$ cat config.mk
export PLATFORM = sky130hd
export DESIGN_NAME = mcp3008_responder
export DESIGN_NICKNAME = d
export VERILOG_FILES = /design/src/rtl/mcp3008_responder.sv
export SDC_FILE = /design/constraint.sdc
export NUM_CORES = 1
export LEC_CHECK = 0
export ABC_CLOCK_PERIOD_IN_PS = 5510
export BUFFER_PORTS_ARGS = -buffer_cell sky130_fd_sc_hd__buf_2
export CAP_MARGIN = 20
export CORE_ASPECT_RATIO = 0.8
export CORE_MARGIN = 2
export CORE_UTILIZATION = 35
export CTS_CLUSTER_DIAMETER = 80
export DETAILED_ROUTE_END_ITERATION = 6
export GPL_TIMING_DRIVEN = 0
export RECOVER_POWER = 25
export SYNTH_ARGS = -nofsm -noshare
export SYNTH_HDL_FRONTEND = slang
export SYNTH_SLANG_ARGS = --single-unit
$ cat constraint.sdc
create_clock -name clk -period 5.51 [get_ports clk]
set_input_delay 0 -clock clk [delete_from_list [all_inputs] [get_ports clk]]
set_output_delay 0 -clock clk [all_outputs]
set_load 0.01 [all_outputs]
$ cat src/rtl/mcp3008_responder.sv
// mcp3008_responder
//   Emulates an MCP3008-class 8-channel ADC on a bit-banged SPI link.
//   Every pin is oversampled in the clk domain. The conversion result is
//   taken from a parallel per-channel bus when the D0 command bit arrives.
//
// Ports
//   clk, rst_n   : system clock, asynchronous active-low reset
//   ad_clk       : SPI clock from the initiator (idles low)
//   cs           : chip select, active low
//   din          : command bits from the initiator
//   dout         : response bit
//   dout_oe      : high while dout is driven (used by the top-level tristate)
//   ch_data      : 8 channels, channel n at [n*RES +: RES]
//   busy         : high from the start bit until the frame ends (cs rises)
//   frame_done   : one-clk pulse one clk after B0 has been driven
//   last_cmd     : {SGL,D2,D1,D0} of the most recent accepted command
//
// Optional feature
//   MCP3008_RESPONDER_LSB_TAIL_EN : after B0, repeat B1..B(RES-1) LSB first,
//   then 0s. Without it the tail is all 0s.
module mcp3008_responder #(
  parameter int RES         = 10,
  parameter int SYNC_STAGES = 2
) (
  input  logic             clk,
  input  logic             rst_n,
  input  logic             ad_clk,
  input  logic             cs,
  input  logic             din,
  output logic             dout,
  output logic             dout_oe,
  input  logic [8*RES-1:0] ch_data,
  output logic             busy,
  output logic             frame_done,
  output logic [3:0]       last_cmd
);

  localparam int CW = $clog2(RES);

  typedef enum logic [2:0] {
    S_IDLE, S_WAIT, S_CMD, S_NULL, S_DATA, S_TAIL
  } state_t;

  logic [SYNC_STAGES-1:0] ack_sync_q, cs_sync_q, din_sync_q;
  logic                   ack_prev_q;
  state_t                 state_q;
  logic [2:0]             cmd_q;
  logic [CW-1:0]          cnt_q;
  logic [RES-1:0]         sr_q;
  logic                   dout_q, oe_q, busy_q, done_q, pend_q;
  logic [3:0]             last_cmd_q;

  logic ack_s, cs_s, din_s, rise, fall;
  assign ack_s = ack_sync_q[SYNC_STAGES-1];
  assign cs_s  = cs_sync_q[SYNC_STAGES-1];
  assign din_s = din_sync_q[SYNC_STAGES-1];
  assign rise  = ack_s & ~ack_prev_q;
  assign fall  = ~ack_s & ack_prev_q;

  // Result for the command completed by the bit now on din_s.
  logic [3:0]     cmd_full;
  logic [RES-1:0] ch_sel, ch_p, ch_n, res_calc;
  assign cmd_full = {cmd_q, din_s};
  assign ch_sel   = ch_data[int'(cmd_full[2:0])       * RES +: RES];
  assign ch_p     = ch_data[int'({cmd_full[2:1], 1'b0}) * RES +: RES];
  assign ch_n     = ch_data[int'({cmd_full[2:1], 1'b1}) * RES +: RES];

  always_comb begin
    res_calc = '0;
    if (cmd_full[3])                 res_calc = ch_sel;
    else if (!cmd_full[0] && ch_p >= ch_n) res_calc = ch_p - ch_n;
    else if ( cmd_full[0] && ch_n >= ch_p) res_calc = ch_n - ch_p;
  end

  always_ff @(posedge clk or negedge rst_n) begin
    if (!rst_n) begin
      ack_sync_q <= '0;
      cs_sync_q  <= '1;
      din_sync_q <= '0;
      ack_prev_q <= 1'b0;
      state_q    <= S_IDLE;
      cmd_q      <= '0;
      cnt_q      <= '0;
      sr_q       <= '0;
      dout_q     <= 1'b0;
      oe_q       <= 1'b0;
      busy_q     <= 1'b0;
      done_q     <= 1'b0;
      pend_q     <= 1'b0;
      last_cmd_q <= '0;
    end else begin
      ack_sync_q <= {ack_sync_q[SYNC_STAGES-2:0], ad_clk};
      cs_sync_q  <= {cs_sync_q[SYNC_STAGES-2:0], cs};
      din_sync_q <= {din_sync_q[SYNC_STAGES-2:0], din};
      ack_prev_q <= ack_s;
      // frame_done lags the B0 drive by one clk
      done_q     <= pend_q;
      pend_q     <= 1'b0;
      if (cs_s) begin
        state_q <= S_IDLE;
        oe_q    <= 1'b0;
        busy_q  <= 1'b0;
        dout_q  <= 1'b0;
        pend_q  <= 1'b0;
        done_q  <= 1'b0;
      end else begin
        case (state_q)
          S_IDLE: state_q <= S_WAIT;
          S_WAIT: if (rise && din_s) begin
            state_q <= S_CMD;
            busy_q  <= 1'b1;
            cnt_q   <= '0;
          end
          S_CMD: if (rise) begin
            if (cnt_q == CW'(3)) begin
              sr_q       <= res_calc;
              last_cmd_q <= cmd_full;
              state_q    <= S_NULL;
            end else begin
              cmd_q <= {cmd_q[1:0], din_s};
              cnt_q <= cnt_q + CW'(1);
            end
          end
          S_NULL: if (fall) begin
            oe_q    <= 1'b1;
            dout_q  <= 1'b0;
            cnt_q   <= '0;
            state_q <= S_DATA;
          end
          S_DATA: if (fall) begin
            // Rotate so the register holds the original result after B0.
            dout_q <= sr_q[RES-1];
            sr_q   <= {sr_q[RES-2:0], sr_q[RES-1]};
            if (cnt_q == CW'(RES-1)) begin
              pend_q  <= 1'b1;
              state_q <= S_TAIL;
            end else begin
              cnt_q <= cnt_q + CW'(1);
            end
          end
          S_TAIL: if (fall) begin
`ifdef MCP3008_RESPONDER_LSB_TAIL_EN
            // Shifting right with zero fill yields B1..B(RES-1), then 0s.
            dout_q <= sr_q[1];
            sr_q   <= {1'b0, sr_q[RES-1:1]};
`else
            dout_q <= 1'b0;
`endif
          end
          default: state_q <= S_IDLE;
        endcase
      end
    end
  end

  assign dout       = dout_q;
  assign dout_oe    = oe_q;
  assign busy       = busy_q;
  assign frame_done = done_q;
  assign last_cmd   = last_cmd_q;

endmodule

==> flow_summary.json <==
{
  "slew_violations": 37,
  "place_area_um2": 4550,
  "final-setup-viol-count": 0,
  "cts_tree": "done",
  "final_cells": 652,
  "die_y_um": 98.5,
  "cap_violations": 1,
  "hold_path_class": "register to register",
  "fin_nets": 616,
  "synth_xor_area_share_pct": 2.24,
  "cts_resized": 0,
  "power_frac_comb_pct": 70.8,
  "start_kind": "register",
  "vias": 3744,
  "syn_area_um2": 3910,
  "rows": 34,
  "power_frac_clock_pct": 12.9,
  "yosysWarnings": 0,
  "postCtsSetupBuffers": 0,
  "total_leakage_power_nw": 2.00,
  "min_period_ps": 4250,
  "synth-adder-area-share_pct": 8.07,
  "die_x_um": 122,
  "p_int_mw": 1.15,
  "tightest_slew_ps": 1920,
  "async_flop_share_pct": 100,
  "path_clk_slew_ps": 50,
  "overflow": 0,
  "synth_top_family_by_area": "multiplexers",
  "setup_tns_ps": 0,
  "post_drt_wl_per_cell_um": 16.8,
  "fin_area_um2": 4720,
  "grt_pass1_vias": 3568,
  "gp_congestion": 0.924,
  "hold-path-cell-count": 0,
  "io_pins": 93,
  "synth_cell_types": 56,
  "antennaDiodeCount": 0,
  "violations": "max-capacitance violations, max-slew violations",
  "h-tree-depth": 2,
  "synth_mux_area_share_pct": 28.5,
  "outcome": "complete, but fails checks",
  "cts_buffers": 5,
  "clock_latency_ps": 280,
  "synth-compound-area-share_pct": 16.7,
  "fin_total_pwr_mw": 2.14,
  "grt_antenna_before_repair": 0,
  "cp_max_fo": 10,
  "drc": 0,
  "rsz0062_at_grt": "false",
  "routed_wl_um": 11000,
  "timing.fmax_ghz": 0.235,
  "drt_iter0_drc": 246,
  "min_period_over_period_pct": 77.2,
  "grt_pass1_wl_um": 17800,
  "ir_drop_mv": 0.205,
  "dp.cells": 640,
  "p_seq_share_pct": 16.3,
  "cp.required_ps": 5660,
  "ys_seq_area_share_pct": 23.1,
  "synthSimpleGateAreaFrac_pct": 14.8,
  "ys.flop_type": "dfrtp_1",
  "initial_core_util_pct": 35.9,
  "synth-seq-cells": 36,
  "synth_edf_count": 0,
  "synthCells": 404,
  "crit_arrival_ps": 4410,
  "grt_usage_pct": 18.6,
  "core_um2": 10900,
  "root_buffer": "clkbuf_16",
  "io_buffer_count": 92,
  "skew_ps": 3.82,
  "worstRegToRegCells": 12,
  "power.switching_mw": 0.989,
  "area_growth_pct": 20.9,
  "syn_avg_cell_area_um2": 9.68,
  "drt_pass1_iterations": 5,
  "via_per_inst": 5.74,
  "dpl.hpwl_um": 9030,
  "holdBufCountCts": 4,
  "clockBufferDepth": 2,
  "grt_max_degree": 37,
  "cts.sinks": 36,
  "endpoint_kind": "register",
  "powerDensity_nw_per_um2": 453,
  "final-hold-violation-count": 0,
  "sw_frac_of_total_pct": 46.3,
  "syn-num-nets": 513,
  "layout-drive-gt1-share_pct": 32.3,
  "criticalPathCategory": "register to register",
  "final_antenna_net_count": 0,
  "relSlewSlack_pct": -27.9,
  "dieArea_um2": 12000
}
-- layout make-up --
| class | count | area, um2 |
|---|---|---|
| Buffer | 30 | 138 |
| Clock buffer | 8 | 146 |
| Fill cell | 1077 | 6170 |
| Inverter | 32 | 120 |
| Multi-Input combinational cell | 306 | 2750 |
| Sequential cell | 36 | 903 |
| Tap cell | 144 | 180 |
| Timing Repair Buffer | 96 | 489 |
-- cell usage in the layout (no fill, tap or decap), types with 6 or more instances in the layout --
cell,Yosys,layout
buf_2,13,96
mux4_2,40,40
nand2_1,36,36
a21oi_1,34,34
dfrtp_1,34,34
inv_1,31,31
clkbuf_1,13,24
ha_1,22,22
o21ai_0,15,15
nor2_1,15,15
mux2i_1,11,11
nand3_1,11,11
o211ai_1,10,10
nor2b_1,9,9
mux2_2,9,9
nor3_1,8,8
a21o_1,7,7
xnor2_1,7,7
a31oi_1,6,6
-- cells in the mapped netlist, types with 11 or more instances --
| master | number | area share, % |
|---|---|---|
| nor2_1 | 15 | 1.4 |
| mux2i_1 | 11 | 2.8 |
| o21ai_0 | 15 | 1.9 |
| inv_1 | 31 | 3.0 |
| buf_2 | 13 | 1.7 |
| mux4_2 | 40 | 23 |
| nand3_1 | 11 | 1.4 |
| dfrtp_1 | 34 | 22 |
| clkbuf_1 | 13 | 1.2 |
| nand2_1 | 36 | 3.5 |
| a21oi_1 | 34 | 4.4 |
| ha_1 | 22 | 7.0 |
-- layer usage --
layer / GRT usage (%) / vias to the layer above / routed length (um)
met3: 2.72 / 12 / 716
met1: 27.8 / 1851 / 5110
met4: 3.89 / 0 / 72
met5: 0 / - / 0
met2: 28.6 / 153 / 5080
li1: - / 1728 / -
-- cell families (layout without fill, tap and decap cells) --
| kind of cell | Yosys count | after routing |
|---|---|---|
| buffers and inverters | 62 | 166 |
| muxes | 60 | 60 |
| adders and majority gates | 24 | 24 |
| AOI/OAI and AO/OA | 102 | 102 |
| xor gates and xnor gates | 10 | 10 |
| DFF | 36 | 36 |
| and+or+nand+nor | 110 | 110 |
-- critical path: stages, from the launching register on --
cell	delay, ps
dfrtp_1	320
buf_2	220
buf_2	350
buf_2	390
mux4_2	630
fa_1	480
a21o_1	200
a221oi_1	540
o211ai_1	190
and2_1	190
clkbuf_1	210
a32oi_1	290
o21ai_1	110
-- flip-flops by register name (all words and copies together) (netlist names) --
register    flops
ack_prev_q      1
ack_sync_q      2
busy            1
cmd_q           3
cnt_q           4
cs_sync_q       2
din_sync_q      2
dout            1
dout_oe         1
frame_done      1
last_cmd        4
pend_q          1
sr_q           10
state_q         3
-- worst paths after layout --
kind                                     from            end  slack (ps)
worst max-delay path                 cmd_q[0]        sr_q[7]        1260
worst min-delay path            ack_sync_q[0]  ack_sync_q[1]         350
worst max register to register       cmd_q[0]        sr_q[7]        1260
worst min register to register  ack_sync_q[0]  ack_sync_q[1]         350
max in group asynchronous               rst_n  din_sync_q[1]        3610
min in group asynchronous               rst_n           busy         800
-- power by group through the flow --
stage | sequential, mW | combinational [mW] | clock (mW)
final | 0.348 | 1.51 | 0.276
after global routing | 0.354 | 1.68 | 0.303
after floorplan | 0.342 | 1.16 | 0
after detailed placement | 0.349 | 1.50 | 0
after CTS | 0.347 | 1.50 | 0.282
after global placement | 0.350 | 1.47 | 0
-- stage by stage --
step	setup WS [ps]	util, %	hold WS (ps)
2_1_floorplan	1880	-	-296
5_1_grt	934	43.4	356
3_3_place_gp	1270	41.8	109
4_1_cts	1250	43.5	353
3_5_place_dp	1280	41.8	109
6_report	1260	43.4	350
(Power assumes the default switching activity.)
